$ cat config.mk
export PLATFORM = sky130hd
export DESIGN_NAME = vga_timing_flat
export DESIGN_NICKNAME = d
export VERILOG_FILES = /design/src/rtl/vga_timing_if.sv /design/src/rtl/vga_timing.sv /design/src/flat_wrapper.sv
export SDC_FILE = /design/constraint.sdc
export NUM_CORES = 1
export LEC_CHECK = 0
export ABC_AREA = 1
export CAP_MARGIN = 30
export CORE_MARGIN = 5
export CORE_UTILIZATION = 49
export DETAILED_ROUTE_END_ITERATION = 8
export MAX_ROUTING_LAYER = met4
export PLACE_DENSITY = 0.85
export SLEW_MARGIN = 20
export SYNTH_ARGS = -nofsm -noshare
export SYNTH_HDL_FRONTEND = slang
export SYNTH_SLANG_ARGS = --single-unit
$ cat constraint.sdc
create_clock -name clock -period 1.45 [get_ports clock]
set_clock_uncertainty 0.15 [all_clocks]
set_input_delay 0.29 -clock clock [delete_from_list [all_inputs] [get_ports clock]]
set_output_delay 0.29 -clock clock [all_outputs]
set_load 0.01 [all_outputs]
$ cat src/rtl/vga_timing_if.sv
// Raster timing bundle between the timing generator and the display path.
// The generator side is the master; run is its only input.
interface vga_timing_if #(
    parameter int h_width = 10,
    parameter int v_width = 10
);
    logic               run;
    logic               pixel_tick;
    logic [h_width-1:0] h_count;
    logic [v_width-1:0] v_count;
    logic               hsync;
    logic               vsync;
    logic               visible;
    logic               line_end;
    logic               frame_end;

    modport master (
        input  run,
        output pixel_tick,
        output h_count,
        output v_count,
        output hsync,
        output vsync,
        output visible,
        output line_end,
        output frame_end
    );

    modport slave (
        output run,
        input  pixel_tick,
        input  h_count,
        input  v_count,
        input  hsync,
        input  vsync,
        input  visible,
        input  line_end,
        input  frame_end
    );
endinterface

$ cat src/rtl/vga_timing.sv
// Raster timing generator: pixel-rate divider plus one region FSM and
// counter per axis, with sync, visible and wrap strobes decoded from them.
module vga_timing_axis #(
    parameter int active = 640,
    parameter int front  = 16,
    parameter int sync   = 96,
    parameter int back   = 48,
    parameter int width  = 10
) (
    input  logic             clock,
    input  logic             reset,
    input  logic             run,
    input  logic             step,
    output logic [width-1:0] count,
    output logic             in_sync,
    output logic             in_active,
    output logic             at_last
);
    typedef enum logic [1:0] {
        ACTIVE,
        FRONT,
        SYNC,
        BACK
    } state_t;

    localparam int total = active + front + sync + back;

    localparam logic [width-1:0] end_active = width'(active - 1);
    localparam logic [width-1:0] end_front  = width'(active + front - 1);
    localparam logic [width-1:0] end_sync   = width'(active + front + sync - 1);
    localparam logic [width-1:0] end_back   = width'(total - 1);

    state_t             state;
    state_t             state_next;
    logic [width-1:0]   cnt;
    logic [width-1:0]   cnt_next;

    always_ff @(posedge clock or negedge reset) begin
        if (!reset) begin
            state <= ACTIVE;
            cnt   <= '0;
        end else if (!run) begin
            state <= ACTIVE;
            cnt   <= '0;
        end else if (step) begin
            state <= state_next;
            cnt   <= cnt_next;
        end
    end

    // Empty porch/sync regions are skipped by jumping to the next non-empty one.
    always_comb begin
        state_next = state;
        cnt_next   = (cnt == end_back) ? '0 : cnt + width'(1);
        unique case (state)
            ACTIVE: begin
                if (cnt == end_active) begin
                    if (front != 0)
                        state_next = FRONT;
                    else if (sync != 0)
                        state_next = SYNC;
                    else if (back != 0)
                        state_next = BACK;
                end
            end
            FRONT: begin
                if (cnt == end_front) begin
                    if (sync != 0)
                        state_next = SYNC;
                    else if (back != 0)
                        state_next = BACK;
                    else
                        state_next = ACTIVE;
                end
            end
            SYNC: begin
                if (cnt == end_sync) begin
                    if (back != 0)
                        state_next = BACK;
                    else
                        state_next = ACTIVE;
                end
            end
            BACK: begin
                if (cnt == end_back)
                    state_next = ACTIVE;
            end
        endcase
    end

    // While stopped, the registers may still hold a stale position for one
    // clock, so the outputs are forced to their reset view directly.
    assign count     = run ? cnt : '0;
    assign in_sync   = run && (state == SYNC);
    assign in_active = !run || (state == ACTIVE);
    assign at_last   = run && (cnt == end_back);
endmodule

module vga_timing #(
    parameter int h_active        = 640,
    parameter int h_front         = 16,
    parameter int h_sync          = 96,
    parameter int h_back          = 48,
    parameter int v_active        = 480,
    parameter int v_front         = 10,
    parameter int v_sync          = 2,
    parameter int v_back          = 33,
    parameter int h_width         = 10,
    parameter int v_width         = 10,
    parameter int clock_divide    = 2,
    parameter bit sync_active_low = 1'b1
) (
    input  logic         clock,
    input  logic         reset,
    vga_timing_if.master bus
);
    localparam int div_width = (clock_divide > 1) ? $clog2(clock_divide) : 1;

    localparam logic [div_width-1:0] div_last = div_width'(clock_divide - 1);

    logic [div_width-1:0] div;
    logic                 tick;
    logic                 h_sync_on;
    logic                 h_active_on;
    logic                 h_last;
    logic                 v_sync_on;
    logic                 v_active_on;
    logic                 v_last;
    logic                 line_end;

    always_ff @(posedge clock or negedge reset) begin
        if (!reset)
            div <= '0;
        else if (!bus.run || div == div_last)
            div <= '0;
        else
            div <= div + div_width'(1);
    end

    assign tick = bus.run ? (div == div_last) : (clock_divide == 1);

    vga_timing_axis #(
        .active (h_active),
        .front  (h_front),
        .sync   (h_sync),
        .back   (h_back),
        .width  (h_width)
    ) u_h (
        .clock     (clock),
        .reset     (reset),
        .run       (bus.run),
        .step      (tick),
        .count     (bus.h_count),
        .in_sync   (h_sync_on),
        .in_active (h_active_on),
        .at_last   (h_last)
    );

    vga_timing_axis #(
        .active (v_active),
        .front  (v_front),
        .sync   (v_sync),
        .back   (v_back),
        .width  (v_width)
    ) u_v (
        .clock     (clock),
        .reset     (reset),
        .run       (bus.run),
        .step      (line_end),
        .count     (bus.v_count),
        .in_sync   (v_sync_on),
        .in_active (v_active_on),
        .at_last   (v_last)
    );

    assign line_end       = tick && h_last;
    assign bus.line_end   = line_end;
    assign bus.frame_end  = line_end && v_last;
    assign bus.pixel_tick = tick;
    assign bus.hsync      = h_sync_on ^ sync_active_low;
    assign bus.vsync      = v_sync_on ^ sync_active_low;
    assign bus.visible    = h_active_on && v_active_on;
endmodule

$ cat src/flat_wrapper.sv
// flat-port wrapper written by rule: the top's interface ports become plain ports
module vga_timing_flat 
#(
    parameter int h_active        = 640,
    parameter int h_front         = 16,
    parameter int h_sync          = 96,
    parameter int h_back          = 48,
    parameter int v_active        = 480,
    parameter int v_front         = 10,
    parameter int v_sync          = 2,
    parameter int v_back          = 33,
    parameter int h_width         = 10,
    parameter int v_width         = 10,
    parameter int clock_divide    = 2,
    parameter bit sync_active_low = 1'b1
)
  (clock, reset, bus_run, bus_pixel_tick, bus_h_count, bus_v_count, bus_hsync, bus_vsync, bus_visible, bus_line_end, bus_frame_end);
  vga_timing_if #(.h_width(h_width), .v_width(v_width)) bus_i ();
  input  logic clock;
  input  logic reset;
  input wire logic [$bits(bus_i.run)-1:0] bus_run;
  output wire logic [$bits(bus_i.pixel_tick)-1:0] bus_pixel_tick;
  output wire logic [$bits(bus_i.h_count)-1:0] bus_h_count;
  output wire logic [$bits(bus_i.v_count)-1:0] bus_v_count;
  output wire logic [$bits(bus_i.hsync)-1:0] bus_hsync;
  output wire logic [$bits(bus_i.vsync)-1:0] bus_vsync;
  output wire logic [$bits(bus_i.visible)-1:0] bus_visible;
  output wire logic [$bits(bus_i.line_end)-1:0] bus_line_end;
  output wire logic [$bits(bus_i.frame_end)-1:0] bus_frame_end;
  assign bus_i.run = bus_run;
  assign bus_pixel_tick = bus_i.pixel_tick;
  assign bus_h_count = bus_i.h_count;
  assign bus_v_count = bus_i.v_count;
  assign bus_hsync = bus_i.hsync;
  assign bus_vsync = bus_i.vsync;
  assign bus_visible = bus_i.visible;
  assign bus_line_end = bus_i.line_end;
  assign bus_frame_end = bus_i.frame_end;
  vga_timing #(.h_active(h_active), .h_front(h_front), .h_sync(h_sync), .h_back(h_back), .v_active(v_active), .v_front(v_front), .v_sync(v_sync), .v_back(v_back), .h_width(h_width), .v_width(v_width), .clock_divide(clock_divide), .sync_active_low(sync_active_low)) u_core (.clock(clock), .reset(reset), .bus(bus_i));
endmodule
### Word level (Yosys, flattened, before mapping)

Cells that the tools add are included.

* eq/ne operators: 24
* muxes and demuxes: 24
* add/sub/neg operators: 3
* reduce and logical (&&, ||, !) cells: 15
* bitwise logic cells: 2

Operators by type and width (count)
* $mux 10: 8
* $eq 10x10->1 const B: 5
* $eq 10x9->1 const B: 3
* $mux 2: 12
* $ne 3x3->1 const B: 8
* $add 10x1->10 const B: 2
* $pmux 2 s4: 2
* $reduce_and 5->1: 2
* $eq 2x2->1 const B: 4
* $logic_and 1x1->1: 7
* $eq 2x1->1 const B: 2
* $logic_not 2->1: 2
* $ne 2x1->1 const B: 2
* $logic_or 1x1->1: 3
* $mux 1: 2
* $not 1->1: 2
* $add 1x1->1 const B: 1
* $logic_not 1->1: 1

* word-level logic and storage cells: 73
* bits in registers: 25
* input bits: 3
* output and inout port bits: 26

### Depth between registers and ports, before layout

* depth in word-level cells: 5
* depth in mapped cells: 11
* mapped depth without buffers: 11

### By module

A second synthesis with hierarchy kept.

* cell total of the unflattened synthesis: 292
* area total of the unflattened synthesis: 1973.1 sq um

Modules (own cells, without submodules)
* vga_timing_axis at u_core.u_h: times used 1, cells an instance 138, sequential area each 300.3 sq um, area an instance 954.7 sq um
* vga_timing_axis at u_core.u_v: times used 1, cells an instance 141, sequential area each 300.3 sq um, area an instance 939.7 sq um
* vga_timing: times used 1, cells an instance 13, sequential area each 25.0 sq um, area an instance 78.8 sq um

### Worst setup path after synthesis

Ideal clock, no wire load.

* kind: reg2out
* start point: register u_core.u_h.cnt[0]
* end point: output port bus_frame_end
* arrival: 1.222 ns
* setup slack: -0.212 ns
* stages on the path, launching flop included: 6
* required time: 1.010 ns
* cells stage by stage: dfrtp_1 > ha_1 > nand3_1 > inv_2 > nand4_1 > nor4_1

* longest elaborated chain between the ends: 4

Ends and longest elaborated chain
* start, declared: RTL line vga_timing.sv:35 `logic [width-1:0] cnt;`
* start signal, assigned: RTL line vga_timing.sv:47 `cnt <= cnt_next;`
* $eq 10x10->1: RTL line vga_timing.sv:96 `assign at_last = run && (cnt == end_back);`
* $logic_and 1x1->1: RTL line vga_timing.sv:96
* $logic_and 1x1->1: RTL line vga_timing.sv:176 `assign line_end = tick && h_last;`
* $logic_and 1x1->1: RTL line vga_timing.sv:178 `assign bus.frame_end = line_end && v_last;`
* end, declared: RTL line flat_wrapper.sv:29 `output wire logic [$bits(bus_i.frame_end)-1:0] bus_frame_end;`

Every way passes these cells.

### Worst setup path after layout

* start point: register u_core.u_h.cnt[9]
* end point: output port bus_frame_end

Same word-level chain as after synthesis.

==> results.cfg <==
[yosys]
ys_ff_latch = 25
yosys.cell_types.count = 33
syn_area_um2 = 1950
synth.net_count = 304
synth-main-ff-cell = sky130_fd_sc_hd__dfrtp_1
yosys_warnings = 0
synth_seq_area_share_pct = 32.2
synthesis.area_per_instance_um2 = 6.73
async_set_or_reset_flop_fraction_in_the_synthesized_netlist_pct = 100
synth_cells = 289
synth-edff-count = 0

[outcome]
failed_checks = setup timing
run_status = finished, violations left

[final_layout]
area_of_the_multi_input_gates_um2 = 1460
area_growth_pct = 83.9
seq_cell_area_um2 = 626
design.final.nets = 419
final_core_util_pct = 91.4
fill_cells = 140
most_frequent_standard_cell_in_the_layout_excluding_fill_and_tap_cells = sky130_fd_sc_hd__buf_4
final_cell_mix = sky130_fd_sc_hd__buf_4 (56), sky130_fd_sc_hd__nand2_1 (47), sky130_fd_sc_hd__buf_6 (44)
antenna_cells_inserted = 0
drive_gt1_share_pct = 57.8

[worst_setup_path]
worst-r2r-setup-slack_ns = -0.59
required_ns = 1.01
worst-endpoint-arrival_ns = 1.80
criticalPathCategory = reg2out
setup.worst_path.start_class = register
timing.rr.start = u_core.u_h.cnt[1]$_DFFE_PN0P_
cp-end-kind = output pin
r2r_cells = 13
crit-reg2reg-capture = u_core.u_h.state[0]$_DFFE_PN0P_
cp_max_fo = 2

[route]
avgRoutedWirePerCell_um = 22.2
drc = 0
via_per_inst = 6.20
antenna_left = 0
dr.pass1.iters = 6
drt_first_iter_violations = 545
detailroute.via_count = 2808
detail_route.wirelength_mm = 10.1

[die]
die_w_um = 73.0
boundaryPins = 29
core_box_area_um2 = 3910
die_area_um2 = 5330
std_cell_rows = 23
initial_utilization_pct = 49.7
fp.dieH_um = 73.0

[sta]
report.final.slew_viol_count = 0
worst-slew-pin-transition_ns = 0.391
slew-limit-headroom_pct = 73.7
post-route-min-period_ns = 2.24
fin_crit_sh_pct = 155
final-hold-violation-count = 0
setup-violations-final = 50
rsz0062_at_grt = true
post_route_setup_slack_ns = -0.795
fmax_ghz = 0.445

[global_route]
grt_antenna_before_repair = 0
grt_start_max_net_pins = 26
grt_pass1_wl_mm = 13.6
grt_overflow = 0
global_route.usage.total_pct = 35.0
grt_pass1_vias = 2668

[clocking]
ctsHtreeMaxLevel = 1
source_to_sink_clock_delay_at_the_later_pin_of_the_worst_skew_pair_ns = 0.29
clock_sinks = 25
cts-buffers-inserted = 3
post_cts_hold_buffer_count = 0
cts_tree = built
clk_path_buf_depth = 2
clock_edge_transition_at_the_registers_on_the_reported_setup_and_hold_paths_ns = 0.10
clock-root-buffer = sky130_fd_sc_hd__clkbuf_8

[placed_design]
globalplace.congestion = 0.952
pre_cts_ws_ns = -0.840
place.port_buffers = 28
dpl.hpwl_mm = 3.91

[power_and_ir_drop]
cell_leakage_power_nw = 1.89
cellPowerDensity_nw_per_um2 = 761
vdd_drop_max_mv = 0.801

[hold_path]
timing.hold.worst.class = in2async

[run]
number_of_max_cap_violations = 0
[metrics by stage]
stage / TNS (ns) / area [µm²] / hold WS, ns / cells / power [mW]
floorplan: -0.608 / 1980 / -0.156 / 289 / 1.27
global placement: -28.81 / 2730 / 0.386 / 416 / 1.64
detailed placement: -29.16 / 2730 / 0.392 / 416 / 1.70
CTS: -8.89 / 3280 / 0.209 / 449 / 2.42
global route: -14.60 / 3580 / 0.209 / 453 / 2.82
finish: -13.01 / 3580 / 0.196 / 453 / 2.72
[worst max-delay path, stage by stage, from the launching register on]
cell and delay, ns:
sky130_fd_sc_hd__dfrtp_1 0.45, sky130_fd_sc_hd__nand2_1 0.15, sky130_fd_sc_hd__nor2_4 0.18, sky130_fd_sc_hd__nand4_1 0.17, sky130_fd_sc_hd__buf_4 0.21, sky130_fd_sc_hd__nor4_4 0.16
sky130_fd_sc_hd__buf_2 0.18
[how the worst max path moves through the flow]
stage / to / startpoint / depth (start not counted) / slack, ns
3_3_place_gp: bus_frame_end / bus_run / 6 / -0.83
5_1_grt: bus_frame_end / u_core.u_h.cnt[8]$_DFFE_PN0P_ / 6 / -0.83
4_1_cts: bus_frame_end / u_core.u_h.cnt[0]$_DFFE_PN0P_ / 7 / -0.59
3_5_place_dp: bus_frame_end / bus_run / 6 / -0.84
6_report: bus_frame_end / u_core.u_h.cnt[9]$_DFFE_PN0P_ / 6 / -0.79
2_1_floorplan: bus_frame_end / u_core.u_h.cnt[0]$_DFFE_PN0P_ / 5 / -0.09
[power by group]
group / total, mW / internal (mW) / switching [mW]
Combinational: 1.43 / 0.672 / 0.759
Sequential: 0.827 / 0.764 / 0.0638
Clock: 0.466 / 0.194 / 0.272
[layout make-up]
class	instances	area share [%]
Inverter	56	6.36
Sequential cell	25	17.5
Clock buffer	3	1.15
Timing Repair Buffer	118	31.9
Clock inverter	1	0.140
Timing Repair inverter	1	0.455
Tap cell	50	1.75
Multi-Input combinational cell	199	40.7
[metal layers]
| layer | share of wire [%] | GRT usage, % | wire, µm | vias up |
|---|---|---|---|---|
| li1 | - | - | - | 1121 |
| met1 | 34 | 41.4 | 3440 | 1296 |
| met2 | 45 | 55.2 | 4530 | 296 |
| met3 | 12 | 6.75 | 1210 | 95 |
| met4 | 8.9 | 19.9 | 899 | 0 |
| met5 | 0 | - | 0 | - |
[cell families after synthesis]
family	synth area share [%]
XOR/XNOR	3.15
adder cells (fa/ha/maj)	7.72
AO/OA/AOI/OAI	6.62
flip-flops	32.2
buffers and inverters	13.5
AND/OR/NAND/NOR	36.8
[flip-flops by register name, summed over array words and instances, names as in the netlist]
name              flops
u_core.u_v.state      2
u_core.u_v.cnt       10
u_core.div            1
u_core.u_h.cnt       10
u_core.u_h.state      2
[synthesized netlist by cell type (2+ instances only)]
library cell / number / area (µm²)
sky130_fd_sc_hd__nand2_1: 86 / 323
sky130_fd_sc_hd__inv_2: 8 / 30.0
sky130_fd_sc_hd__xor2_1: 7 / 61.3
sky130_fd_sc_hd__inv_1: 48 / 180
sky130_fd_sc_hd__nor2_1: 32 / 120
sky130_fd_sc_hd__nand3_1: 21 / 105
sky130_fd_sc_hd__ha_1: 12 / 150
sky130_fd_sc_hd__o21ai_1: 8 / 40.0
sky130_fd_sc_hd__nor2_2: 3 / 18.8
sky130_fd_sc_hd__a21oi_1: 4 / 20.0
sky130_fd_sc_hd__dfrtp_1: 25 / 626
sky130_fd_sc_hd__o21ai_0: 4 / 20.0
sky130_fd_sc_hd__buf_2: 6 / 30.0
sky130_fd_sc_hd__nand4_1: 5 / 31.3
sky130_fd_sc_hd__nand2_2: 2 / 12.5
[repair_timing]
action / in CTS / in global routing
resized for setup: 201 / 87
hold endpoints to repair: 0 / 0
buffers inserted: 27 / 18
cloned: 3 / 0
pin swaps: 21 / 27
setup endpoints to repair: 50 / 50
No activity file was read; power rests on OpenSTA's default activity.
